===== src/rtl/pipe_adder_pkg.sv =====
// Purpose  : shared constants and helpers for the pipelined signed add/sub unit.
// Latency  : n/a (declarations only).
// Backpres.: n/a.
// Contents : OP_ADD/OP_SUB opcodes, default/maximum geometry, sat_value() clamp helper.
package pipe_adder_pkg;

    localparam logic OP_ADD = 1'b0;
    localparam logic OP_SUB = 1'b1;

    localparam int DEFAULT_DATA_WIDTH = 16;
    localparam int DEFAULT_STAGES     = 2;
    localparam int MAX_STAGES         = 8;

    // Widest operand the clamp helper can produce constants for.
    localparam int MAX_DATA_WIDTH = 64;

    // Signed clamp constant for a 'width'-bit result: neg=1 gives MIN (100..0),
    // neg=0 gives MAX (011..1). Only the low 'width' bits are meaningful.
    function automatic logic [MAX_DATA_WIDTH-1:0] sat_value(input logic neg, input int width);
        logic [MAX_DATA_WIDTH-1:0] ones;
        ones = '1;
        if (neg) begin
            sat_value = ones << (width - 1);
        end else begin
            sat_value = ones >> (MAX_DATA_WIDTH - width + 1);
        end
    endfunction

endpackage


===== src/rtl/pipe_stage.sv =====
// Purpose  : one valid/ready register slice holding {valid, data}.
// Latency  : 1 cycle from input handshake to out_valid.
// Backpres.: in_ready = !out_valid || out_ready, so a slice refills on the same edge it drains.
// Ports    : clk, rst_n (async active-low); in_valid/in_ready/in_data upstream side;
//            out_valid/out_ready/out_data downstream side.
module pipe_stage #(
    parameter int WIDTH = 17
) (
    input  logic             clk,
    input  logic             rst_n,
    input  logic             in_valid,
    output logic             in_ready,
    input  logic [WIDTH-1:0] in_data,
    output logic             out_valid,
    input  logic             out_ready,
    output logic [WIDTH-1:0] out_data
);

    // Slice may load when empty or when its current content leaves this edge.
    assign in_ready = !out_valid || out_ready;

    always_ff @(posedge clk or negedge rst_n) begin
        if (!rst_n) begin
            out_valid <= 1'b0;
            out_data  <= '0;
        end else if (in_ready) begin
            out_valid <= in_valid;
            // Data only moves with a real transfer so an idle slot keeps its last value.
            if (in_valid) begin
                out_data <= in_data;
            end
        end
    end

endmodule


===== src/rtl/pipe_adder.sv =====
// Purpose  : pipelined signed add/sub (a0 +/- a1) with signed-overflow flag.
// Latency  : STAGES register stages from accepted input to y/out_valid (one result/cycle).
// Backpres.: ready chain through all slices; in_ready drops once all STAGES slots hold data.
// Ports    : clk, rst_n (async active-low); in_valid/in_ready/a0/a1/op producer side;
//            out_valid/out_ready/y/ovf consumer side.
// Build    : define PIPE_ADDER_SAT_EN to clamp y to signed MAX/MIN on overflow;
//            otherwise y is the wrapped mod-2^W result. ovf is reported in both builds.
// Geometry : DATA_WIDTH 2..64, STAGES 1..MAX_STAGES.
module pipe_adder
    import pipe_adder_pkg::*;
#(
    parameter int DATA_WIDTH = DEFAULT_DATA_WIDTH,
    parameter int STAGES     = DEFAULT_STAGES
) (
    input  logic                  clk,
    input  logic                  rst_n,
    input  logic                  in_valid,
    output logic                  in_ready,
    input  logic [DATA_WIDTH-1:0] a0,
    input  logic [DATA_WIDTH-1:0] a1,
    input  logic                  op,
    output logic                  out_valid,
    input  logic                  out_ready,
    output logic [DATA_WIDTH-1:0] y,
    output logic                  ovf
);

    localparam int W  = DATA_WIDTH;
    localparam int SW = DATA_WIDTH + 1;    // slice payload {ovf, y}

    // Arithmetic is done one bit wider than the operands so that negating
    // MIN (e.g. 0 - 0x8000) is exact; overflow is then a mismatch between
    // the true sign (bit W) and the truncated result's sign (bit W-1).
    logic [W:0]   a_ext;
    logic [W:0]   b_ext;
    logic [W:0]   sum_ext;
    logic         ovf_c;
    logic [W-1:0] y_c;

    always_comb begin
        a_ext   = {a0[W-1], a0};
        b_ext   = {a1[W-1], a1};
        sum_ext = (op == OP_SUB) ? (a_ext - b_ext) : (a_ext + b_ext);
        ovf_c   = sum_ext[W] ^ sum_ext[W-1];
`ifdef PIPE_ADDER_SAT_EN
        // Bit W is the true sign: positive overflow clamps to MAX, negative to MIN.
        y_c = ovf_c ? W'(sat_value(sum_ext[W], W)) : sum_ext[W-1:0];
`else
        y_c = sum_ext[W-1:0];
`endif
    end

    // Index i is the input side of slice i; index STAGES is the pipe output.
    logic          vld [STAGES+1];
    logic          rdy [STAGES+1];
    logic [SW-1:0] dat [STAGES+1];

    assign vld[0]      = in_valid;
    assign dat[0]      = {ovf_c, y_c};
    assign rdy[STAGES] = out_ready;
    assign in_ready    = rdy[0];

    for (genvar i = 0; i < STAGES; i++) begin : g_stage
        pipe_stage #(
            .WIDTH(SW)
        ) u_stage (
            .clk      (clk),
            .rst_n    (rst_n),
            .in_valid (vld[i]),
            .in_ready (rdy[i]),
            .in_data  (dat[i]),
            .out_valid(vld[i+1]),
            .out_ready(rdy[i+1]),
            .out_data (dat[i+1])
        );
    end

    assign out_valid = vld[STAGES];
    assign ovf       = dat[STAGES][SW-1];
    assign y         = dat[STAGES][W-1:0];

endmodule


===== config.mk =====
export PLATFORM = sky130hd
export DESIGN_NAME = pipe_adder
export DESIGN_NICKNAME = d
export VERILOG_FILES = /design/src/rtl/pipe_adder_pkg.sv /design/src/rtl/pipe_stage.sv /design/src/rtl/pipe_adder.sv
export SDC_FILE = /design/constraint.sdc
export NUM_CORES = 1
export LEC_CHECK = 0
export BUFFER_PORTS_ARGS = -buffer_cell sky130_fd_sc_hd__buf_2
export CORE_ASPECT_RATIO = 1.5
export CORE_UTILIZATION = 55
export DETAILED_ROUTE_END_ITERATION = 10
export PLACE_DENSITY_LB_ADDON = 0.2
export REMOVE_ABC_BUFFERS = 1
export SLEW_MARGIN = 10
export SYNTH_ARGS = -nofsm -noshare
export SYNTH_HDL_FRONTEND = slang
export SYNTH_SLANG_ARGS = --single-unit

===== constraint.sdc =====
create_clock -name clk -period 1.9 [get_ports clk]
set_clock_uncertainty 0.05 [all_clocks]
set_input_delay 0.095 -clock clk [delete_from_list [all_inputs] [get_ports clk]]
set_output_delay 0.095 -clock clk [all_outputs]
set_load 0.02 [all_outputs]

# Word-level counts from Yosys, hierarchy flattened
# Index checks and enable logic that the tools add are counted.
[word_totals]
register_bits = 36
latch_bits = 0
ramBits = 0
mem_bits_ro = 0
input_bits = 37
output_inout_bits = 19
wordCells = 14
mem_count = 0
[op_classes]
addsub = 2
mul = 0
div_mod_pow = 0
n_lt_le_gt_ge = 0
eq_ne = 0
shift = 0
muxes = 1
bitwise_logic = 1
n_reduce_logical = 6
[op_table]
columns = ["operator", "count"]
rows = [
  ["16-bit by 16-bit adder with 17-bit output", 1],
  ["17-bit 2-to-1 mux", 1],
  ["16-bit by 16-bit subtractor with 17-bit output", 1],
  ["2-bit AND reduction", 2],
  ["1-bit zero test", 2],
  ["1-bit logical OR", 2],
  ["1-bit bitwise XOR", 1],
]

# Longest topological paths before layout
# Gate-level depths: netlist of run 1.
[logic_depth]
depth_word = 4
depth_mapped = 13
ltp_nobuf = 13

# Hierarchy
# Synthesis of run 1 repeated with hierarchy kept, for this count alone.
[hier_totals]
hier_cells = 224
area_unflattened_um2 = 2527.4
[modules_own_cells]
columns = ["module", "instances", "cells_each", "area_per_inst_um2", "seq_area_each_um2"]
rows = [
  ["pipe_stage", 2, 39, 732.0, 450.4],
  ["pipe_adder", 1, 146, 1063.5, 0.0],
]

# Worst setup path after synthesis of run 1
# OpenSTA, ideal clock, no wires.
[synth_path]
path_type = "in2reg"
start = "in op"
end = "reg g_stage[0].u_stage.out_data[14]"
setup_ns = 0.125
arrival_ns = 2.614
t_required_ns = 1.725
path_slack_ns = -0.889
stages = 12
n_path_buf = 2
cell_sequence = "clkbuf_1 > buf_1 > a21oi_1 > xnor2_1 > ha_1 > a21o_1 > a221oi_2 > o31ai_2 > o21a_1 > a31o_1 > xor2_1 > mux2_2"
[synth_between]
elab_chain_cells = 1
[synth_rtl]
columns = ["item", "line_no", "text"]
rows = [
  ["from (decl)", "pipe_adder.sv:21", "input logic op,"],
  ["17-bit 2-to-1 mux", "pipe_adder.sv:43", "sum_ext = (op == OP_SUB) ? (a_ext - b_ext) : (a_ext + b_ext);"],
  ["to (signal assigned)", "pipe_stage.sv:30", "out_data <= in_data;"],
  ["to (decl)", "pipe_stage.sv:16", "output logic [WIDTH-1:0] out_data"],
]
# No other way between the ends.
# A chain may end at the register's enable or synchronous reset.

# Worst setup path after layout of run 1
[layout_path]
start = "in a1[4]"
end = "reg g_stage[0].u_stage.out_data[16]"
[layout_between]
elab_chain_cells = 3
word_cells_on_any_way = 4
classes_between = "2 x add/sub; 1 x mux; 1 x bitwise"
[layout_rtl]
columns = ["item", "line_no", "text"]
rows = [
  ["from (decl)", "pipe_adder.sv:20", "input logic [DATA_WIDTH-1:0] a1,"],
  ["16-bit by 16-bit adder with 17-bit output or 16-bit by 16-bit subtractor with 17-bit output (tied branches)", "pipe_adder.sv:43", ""],
  ["17-bit 2-to-1 mux (*)", "pipe_adder.sv:43", ""],
  ["1-bit bitwise XOR (*)", "pipe_adder.sv:44", "ovf_c = sum_ext[W] ^ sum_ext[W-1];"],
]
# Mark *: on every way between the ends. The rest lies on a longest branch, timed or not.

==> impl_metrics.ini, run 1 <==
[power_and_ir_drop]
pwr-share-clk = 0.173
finalPower_mw = 3.96
swShare = 0.394
p_leak_nw = 1.93
power.density_nw_per_um2 = 963
power.switching_mw = 1.56
internal_power_mw = 2.40
combPwrFrac = 0.521
peakVddDrop_uv = 471
seqPwrFrac = 0.306

[cells_and_area]
fin_nets = 445
antenna_cells = 0
post-route-cell-area_um2 = 4110
area_growth_pct = 63.7
stdcell_count = 437
num-fill-cells = 100
drive_gt1_frac = 0.632

[place]
dp_hpwl_mm = 4.13
gp_congestion = 0.780
dpl-instance-area_um2 = 3150
dp.cells = 394
pre_cts_ws_ps = -1070
port_buffers = 55

[critical_path]
critPathSlowestCell = xnor3_1
max_stage_delay_ps = 490
reg2reg_to = g_stage[0].u_stage.out_data[16]$_DFFE_PN0P_
rrSetupSlack_ps = 220
worstPathArrival_ps = 3200
reg2reg_from = g_stage[1].u_stage.out_valid$_DFFE_PN0P_
cp_common_cell = xnor2_2
cp.required_ps = 2050
start_kind = input port
crit_fanout = 3
path_class = in -> reg
r2r_cells = 5
crit_chain = buf_8, nor3_4, and4bb_4, buf_6, a31oi_4, xnor2_2, ha_4, a21oi_2, o21bai_2, a221oi_2, o21ai_4, xnor2_2, xnor3_1, o21ai_1
crit_end = g_stage[0].u_stage.out_data[16]$_DFFE_PN0P_
crit_start = a1[4]
end_kind = register

[die]
initial_core_util = 0.581
io_pins = 56
die_y_um = 84.7
dieWidth_um = 57.2
die-area_um2 = 4840
rows = 29
core_um2 = 4320

[synth]
ys_types = 46
yosysMostFrequentCell = dfrtp_1
synthTopCellsByCount = dfrtp_1, nand2_1, xnor2_1
ys_top_cells_by_area = dfrtp_1, mux2_2, ha_1
synth.largest_area_cell = dfrtp_1
synth-edff-count = 0
syn_area_per_cell_um2 = 9.84
synthCells = 255
yosys_warnings = 0
async_reset_ff_frac = 1.00
synthesis.area_um2 = 2510
ys_ff_latch = 36
ys_dominant_reg_cell = dfrtp_1
yosysSeqAreaShare = 0.359
synth_top_area_frac = 0.359

[min_path]
hp-class = in -> reg
holdPathStages = 3

[global_route]
antenna_found_initial = 0
grt_pass1_vias = 2642
grt_use_total = 0.322
grt_max_degree = 37
grt_pass1_wl_mm = 12.0
grt_overflow_total = 0

[route]
firstDrtPassIters = 8
drtAntennaViolNets = 0
drc = 4
viasPerCell = 6.52
drtIter0Drc = 273
via_count = 2851
drt-total-wl_mm = 10.6
routedWlPerCell_um = 24.3

[run_status]
violations = design-rule violations, negative setup slack
outcome = finished, violations left

[clocking]
htree_levels = 2
cts_buffers = 5
cts_tree = done
clockRootBuffer = clkbuf_8
worstSkewPairLatency_ps = 290
numClockSinks = 36
clk_pin_slew_worst_paths_ps = 80
cts_buffer_depth = 2

[timing]
slew_headroom = 0.497
final_max_slew_viol_count = 0
rsz0062_at_grt = yes
post-route-period-util = 1.61
fmax_mhz = 328
hold_ws_ps = 132
tightest_slew_ps = 754
period_needed_ps = 3050
setup_violations = 12
hold_violations = 0
finalWorstSetupSlack_ps = -1150

[flow_run]
maxCapViolations = 0
-- cells in the final DEF (no fill, tap or decap), types with 3 or more instances in the layout --
master    synthesis  layout
dfrtp_1          36      36
nand2b_1          4       4
ha_1             17      13
nor2_4            0       4
ha_4              0       3
clkbuf_8          0       5
nor2_2            0       4
a21o_1            5       5
a21oi_2           1      11
o21ai_0          16       6
xnor2_1          21      14
mux2_2           19      18
xnor2_2           0       6
o21ai_2           0       4
buf_6             0      18
nand2_2           0       4
inv_1            11       8
nand2_1          24      20
o21ai_1           3       8
a21oi_1          15       3
buf_8             0       3
xor2_1            5       4
buf_4            16      78
buf_2             0      49
nor2_1           15       7
-- worst min path at each step --
stage          startpoint                                          to  slack [ps]
6_report        out_ready    g_stage[1].u_stage.out_valid$_DFFE_PN0P_         130
2_1_floorplan       rst_n  g_stage[0].u_stage.out_data[0]$_DFFE_PN0P_        -250
5_1_grt         out_ready    g_stage[1].u_stage.out_valid$_DFFE_PN0P_         150
3_5_place_dp        rst_n  g_stage[1].u_stage.out_data[2]$_DFFE_PN0P_         150
4_1_cts         out_ready    g_stage[1].u_stage.out_valid$_DFFE_PN0P_          50
3_3_place_gp        rst_n  g_stage[1].u_stage.out_data[2]$_DFFE_PN0P_         150
-- layer usage --
layer  GRT usage  wire length (µm)  up-vias
met5           0                 0        -
met4       0.188               819        0
met3      0.0478               773       93
met2       0.596              5380      215
met1       0.333              3650     1385
li1            -                 -     1158
-- final cells by class --
class	instances	area, µm²	share of cell area
Multi-Input combinational cell	186	1900	0.462
Timing Repair Buffer	150	1100	0.267
Sequential cell	36	901	0.219
Clock buffer	5	68.8	0.0167
Tap cell	46	57.6	0.0140
Inverter	11	43.8	0.0107
Clock inverter	3	42.5	0.0104
-- logic make-up after synthesis --
group	after synthesis	share of synthesized area
AND/OR/NAND/NOR	56	0.111
AO/OA/AOI/OAI	64	0.168
buffers and inverters	33	0.0733
adder cells (fa/ha/maj)	18	0.0927
XOR/XNOR	28	0.106
flip-flops	36	0.359
multiplexers	20	0.0892
-- worst max-delay path, delay by kind of cell --
kind	cells	cell delay [ps]
xor gates and xnor gates	3	910
and+or+nand+nor	2	600
adders and majority gates	1	240
buffers and inverters	2	220
AOI/OAI and AO/OA	6	1120
-- per-stage QoR --
| step | util | TNS, ps |
|---|---|---|
| after detailed placement | 0.730 | -7750 |
| after floorplan | - | -3520 |
| final | 0.952 | -7990 |
| after CTS | 0.855 | -3010 |
| after global routing | 0.952 | -8840 |
| after global placement | 0.730 | -7000 |
-- sequential cells by signal (all words and copies together) (netlist names) --
signal,count
g_stage.u_stage.out_valid,2
g_stage.u_stage.out_data,34
-- power by group through the flow --
stage                     Combinational (mW)  Clock [mW]  Sequential [mW]
final                                   2.06       0.683             1.21
after global routing                    2.15       0.701             1.22
after CTS                               1.58       0.661             1.16
after detailed placement                1.36           0             1.17
after global placement                  1.32           0             1.15
after floorplan                        0.637           0             1.34
-- what timing repair did --
action                                 in CTS  in global routing
resized for setup                          70                 57
endpoints found under the hold margin      37                  0
pin swaps                                  40                 39
buffers inserted                           17                 20
gates cloned                                0                  0
setup endpoints to repair                  11                 12
hold buffers                                2                  0
Note: power is estimated with default switching activity, not from simulation.
==> inputs of run 2 (changes only) <==
Settings changed: CORE_UTILIZATION 55 to 56, CTS_BUF_LIST set to sky130_fd_sc_hd__clkbuf_8.
==> run 2 against run 1 <==
Against the previous run: the run still ends with design-rule violations, negative setup slack left; worst setup slack improved by 330 ps; fmax is 12% higher; flip-flop and latch count did not move; non-clock buffer count is 26 lower; first-iteration DRC count fell by 63%; count of clock-buffer cells in the layout up 2; sequential power shrank 4%; via count is 14% lower; sequential share of layout area is 1.7 points higher; register-to-register slack gained 210 ps.
==> impl_metrics.ini, run 2 (same netlist as run 1, synthesis figures left out) <==
[global_route]
antenna_found_initial = 0
grt_max_degree = 37
grt_pass1_vias = 2444
grt_use_total = 0.300
grt_pass1_wl_mm = 11.0
grt_overflow_total = 0

[route]
via_count = 2438
drtIter0Drc = 100
wl_met2_mm = 4.35
drtAntennaViolNets = 0
wl_met3_um = 321
drt-total-wl_mm = 8.15
viasPerCell = 5.95
wl_met1_mm = 2.98
drc = 8
routed.top_layer = met4
firstDrtPassIters = 7
routedWlPerCell_um = 19.9

[die]
die-area_um2 = 4760
die_y_um = 84.0
io_pins = 56
rows = 29
initial_core_util = 0.586
dieWidth_um = 56.7
core_um2 = 4280

[place]
gp_congestion = 0.777
port_buffers = 55
dpl-instance-area_um2 = 3150
dp_hpwl_mm = 3.98
dp.cells = 392

[cells_and_area]
post-route-cell-area_um2 = 3810
largest_reg_flops = 34
multi_input_area_um2 = 1810
num-fill-cells = 185
layout_common_cells = buf_4, buf_2, dfrtp_1, nand2_1, mux2_2
fin_nets = 419
final-seq-area_um2 = 901
antenna_cells = 0
top_register = g_stage.u_stage.out_data
largestRegisters = g_stage.u_stage.out_data x34, g_stage.u_stage.out_valid x2
area_growth_pct = 51.9
layout_commonest_cell = buf_4
drive_gt1_frac = 0.577
stdcell_count = 410

[critical_path]
cp.required_ps = 2070
cp_top_family = compound AO/OA/AOI/OAI gates
end_kind = register
max_stage_delay_ps = 440
crit_chain = buf_8, nor2_2, a31oi_4, nor2_2, xor2_1, ha_2, a21o_1, a2bb2oi_4, o31ai_4, buf_6, a311oi_2, xnor3_1, o21ai_1
path_buf_inv = 2
path_class = in -> reg
critPathSlowestCell = xnor3_1
crit_fanout = 5
start_kind = input port
cp_common_cell = nor2_2
worstPathArrival_ps = 2890

[clocking]
cts_tree = done
htree_levels = 2
worstSkewPairLatency_ps = 290
clockRootBuffer = clkbuf_8
clk_pin_slew_worst_paths_ps = 70
cts_buffer_depth = 2
cts_buffers = 5
numClockSinks = 36

[timing]
finalWorstSetupSlack_ps = -821
period_needed_ps = 2720
setup_violations = 11
hold_violations = 0
post-route-period-util = 1.43
fin_tns_setup_ps = -5350
final_max_slew_viol_count = 0
tightest_slew_ps = 766
rsz0062_at_grt = yes
fmax_mhz = 368
slew_headroom = 0.489

[power_and_ir_drop]
internal_power_mw = 2.19
peakVddDrop_uv = 471
p_leak_nw = 1.76
power.density_nw_per_um2 = 919
combPwrFrac = 0.502
pwr-share-clk = 0.168
power.switching_mw = 1.32
seqPwrFrac = 0.330
swShare = 0.376

[run_status]
outcome = finished, violations left
violations = design-rule violations, negative setup slack

[min_path]
hp-class = in -> reg

[flow_run]
maxCapViolations = 0
==> run 2: repair_timing <==
item / in CTS / in global routing
buffers inserted: 9 / 1
gates resized for setup: 73 / 31
pin swaps: 39 / 6
hold endpoints to repair: 37 / 0
hold buffers: 2 / 0
endpoints found under the setup margin: 12 / 12
==> run 2: area by class of cell <==
class | instances | share of cell area
Inverter | 11 | 0.0121
Sequential cell | 36 | 0.236
Clock buffer | 7 | 0.0253
Tap cell | 46 | 0.0151
Multi-Input combinational cell | 186 | 0.476
Timing Repair Buffer | 124 | 0.236
==> run 2: power by group through the flow <==
stage                     logic, mW  clock network (mW)  registers, mW
after floorplan               0.637                   0           1.34
after global placement         1.32                   0           1.15
after detailed placement       1.36                   0           1.17
after CTS                      1.56               0.581           1.15
after global routing           1.85               0.611           1.19
final                          1.76               0.588           1.16
==> run 2: through the flow <==
step | utilization | total power, mW | worst slack [ps] | hold WS (ps)
6_report | 0.890 | 3.50 | -821 | 54.6
5_1_grt | 0.890 | 3.65 | -887 | 94.4
4_1_cts | 0.852 | 3.29 | -609 | 64.4
3_5_place_dp | 0.735 | 2.52 | -1100 | 149
3_3_place_gp | 0.735 | 2.48 | -930 | 150
2_1_floorplan | - | 1.97 | -709 | -251
==> run 2: layer usage <==
metal | GRT usage | up-vias
met1 | 0.331 | 1181
li1 | - | 1106
met5 | 0 | -
met3 | 0.0388 | 39
met2 | 0.521 | 112
met4 | 0.207 | 0
==> run 2: worst reg2reg max path, delay by kind of cell (launching register included) <==
family	cells	cell delay (ps)
buf+inv	1	290
compound gates	1	80
simple gates	3	530
flops	1	390
==> run 2: final timing paths <==
check                           slack [ps]  depth (start not counted)                                         from                                     endpoint
worst max register to register         430                          5     g_stage[0].u_stage.out_valid$_DFFE_PN0N_   g_stage[0].u_stage.out_data[6]$_DFFE_PN0P_
worst min-delay path                    50                          3                                    out_ready     g_stage[1].u_stage.out_valid$_DFFE_PN0P_
max in group asynchronous              960                          2                                        rst_n  g_stage[1].u_stage.out_data[15]$_DFFE_PN0P_
worst min register to register         430                          2  g_stage[0].u_stage.out_data[13]$_DFFE_PN0P_  g_stage[0].u_stage.out_data[13]$_DFFE_PN0P_
min in group asynchronous              360                          2                                        rst_n   g_stage[1].u_stage.out_data[1]$_DFFE_PN0P_
worst max-delay path                  -820                         13                                        a1[1]  g_stage[0].u_stage.out_data[16]$_DFFE_PN0P_
==> inputs of run 3 (changes only) <==
Settings changed: RECOVER_POWER set to 25.
==> run 3 against run 2 <==
Against the previous run: core utilization fell by 0.53 points; the flow still finishes with violations (design-rule violations, negative setup slack); die area unchanged; highest routed layer unchanged; fmax barely moved; largest cell class unchanged.
==> impl_metrics.ini, run 3 (same netlist as run 1, synthesis figures left out) <==
[route]
drt-total-wl_mm = 8.17
drtAntennaViolNets = 0
drc = 8
firstDrtPassIters = 7
via_count = 2451
drtIter0Drc = 90
viasPerCell = 5.98
routedWlPerCell_um = 19.9

[critical_path]
path_class = in -> reg
worst-path-stages = 13
start_kind = input port
cp_common_cell = nor2_2
path_buf_inv = 2
worstPathArrival_ps = 2890
crit_chain = buf_8, nor2_2, a31oi_4, nor2_2, xor2_1, ha_2, a21o_1, a2bb2oi_4, o31ai_4, buf_6, a311oi_2, xnor3_1, o21ai_1
cp_top_family = compound AO/OA/AOI/OAI gates
cp.required_ps = 2070
rrSetupSlack_ps = 430
critPathSlowestCell = xnor3_1
end_kind = register
max_stage_delay_ps = 440
crit_fanout = 5
r2r_cells = 5

[die]
io_pins = 56
initial_core_util = 0.586
rows = 29
dieWidth_um = 56.7
die_y_um = 84.0
die-area_um2 = 4760
core_um2 = 4280

[global_route]
antenna_found_initial = 0
grt_use_total = 0.300
grt_max_degree = 37
grt_overflow_total = 0
grt_pass1_vias = 2444
grt_pass1_wl_mm = 11.0

[timing]
rsz0062_at_grt = yes
slew_headroom = 0.486
fmax_mhz = 368
fin_tns_setup_ps = -5320
finalWorstSetupSlack_ps = -821
tightest_slew_ps = 770
post-route-period-util = 1.43
final_max_slew_viol_count = 0
period_needed_ps = 2720
setup_violations = 11
hold_violations = 0

[place]
pre_cts_ws_ps = -1100
dp_hpwl_mm = 3.98
dpl-instance-area_um2 = 3150
port_buffers = 55
gp_congestion = 0.777

[cells_and_area]
final-seq-area_um2 = 901
top_register = g_stage.u_stage.out_data
drive_gt1_frac = 0.527
area_growth_pct = 51.0
fin_nets = 419
layout_commonest_cell = buf_4
layout_common_cells = buf_4, dfrtp_1, buf_2, nand2_1, mux2_2
post-route-cell-area_um2 = 3790
multi_input_area_um2 = 1810
largest_reg_flops = 34
antenna_cells = 0
num-fill-cells = 197
largestRegisters = g_stage.u_stage.out_data x34, g_stage.u_stage.out_valid x2

[power_and_ir_drop]
power.density_nw_per_um2 = 916
peakVddDrop_uv = 451
p_leak_nw = 1.71

[run_status]
outcome = finished, violations left
violations = design-rule violations, negative setup slack

[flow_run]
maxCapViolations = 0

[clocking]
numClockSinks = 36
worstSkewPairLatency_ps = 300
cts_buffers = 5
cts_tree = done
clockRootBuffer = clkbuf_8
htree_levels = 2
cts_buffer_depth = 2
clk_pin_slew_worst_paths_ps = 70

[min_path]
holdPathStages = 3
hp-class = in -> reg
## run 3: worst min-delay path, stage by stage
cell      delay [ps]
buf_2             80
nand2b_1         120
nand2b_1          60
## run 3: cell type report
type | instances | share of cell area
Sequential cell | 36 | 0.238
Inverter | 11 | 0.0122
Tap cell | 46 | 0.0152
Multi-Input combinational cell | 186 | 0.478
Timing Repair Buffer | 124 | 0.231
Clock buffer | 7 | 0.0254
## run 3: path summary, 6_finish.rpt
path	from	end
worst max-delay path	a1[1]	g_stage[0].u_stage.out_data[16]$_DFFE_PN0P_
worst min-delay path	out_ready	g_stage[1].u_stage.out_valid$_DFFE_PN0P_
worst max register to register	g_stage[1].u_stage.out_valid$_DFFE_PN0P_	g_stage[0].u_stage.out_data[6]$_DFFE_PN0P_
worst min register to register	g_stage[0].u_stage.out_data[13]$_DFFE_PN0P_	g_stage[0].u_stage.out_data[13]$_DFFE_PN0P_
max in group asynchronous	rst_n	g_stage[1].u_stage.out_data[15]$_DFFE_PN0P_
min in group asynchronous	rst_n	g_stage[1].u_stage.out_data[10]$_DFFE_PN0P_
## run 3: repair_timing
action | 4_1_cts | 5_1_grt
hold buffers | 2 | 0
hold endpoints to repair | 37 | 0
endpoints found under the setup margin | 12 | 12
resized for setup | 73 | 31
buffers inserted | 9 | 1
pin swaps | 39 | 6
## run 3: per-stage QoR
| step | power (mW) | hold WS [ps] | std cells | util |
|---|---|---|---|---|
| 2_1_floorplan | 1.97 | -251 | 233 | - |
| 3_3_place_gp | 2.48 | 150 | 392 | 0.735 |
| 3_5_place_dp | 2.52 | 149 | 392 | 0.735 |
| 4_1_cts | 3.29 | 64.4 | 409 | 0.852 |
| 5_1_grt | 3.62 | 94.4 | 410 | 0.885 |
| 6_report | 3.47 | 53.9 | 410 | 0.885 |
## run 3: where the power goes
group	leakage (nW)	total (mW)	internal [mW]	switching, mW
Sequential	0.435	1.16	1.03	0.134
Clock	0.0503	0.590	0.323	0.267
Combinational	1.22	1.72	0.794	0.923
Total	1.71	3.47	2.15	1.33
## run 3: layer usage
metal / vias up / part of all wire / GRT usage / routed length (µm)
met5: - / 0 / 0 / 0
met4: 0 / 0.062 / 0.207 / 504
met3: 39 / 0.039 / 0.0388 / 316
met2: 112 / 0.53 / 0.521 / 4350
met1: 1191 / 0.37 / 0.331 / 3010
li1: 1109 / - / - / -
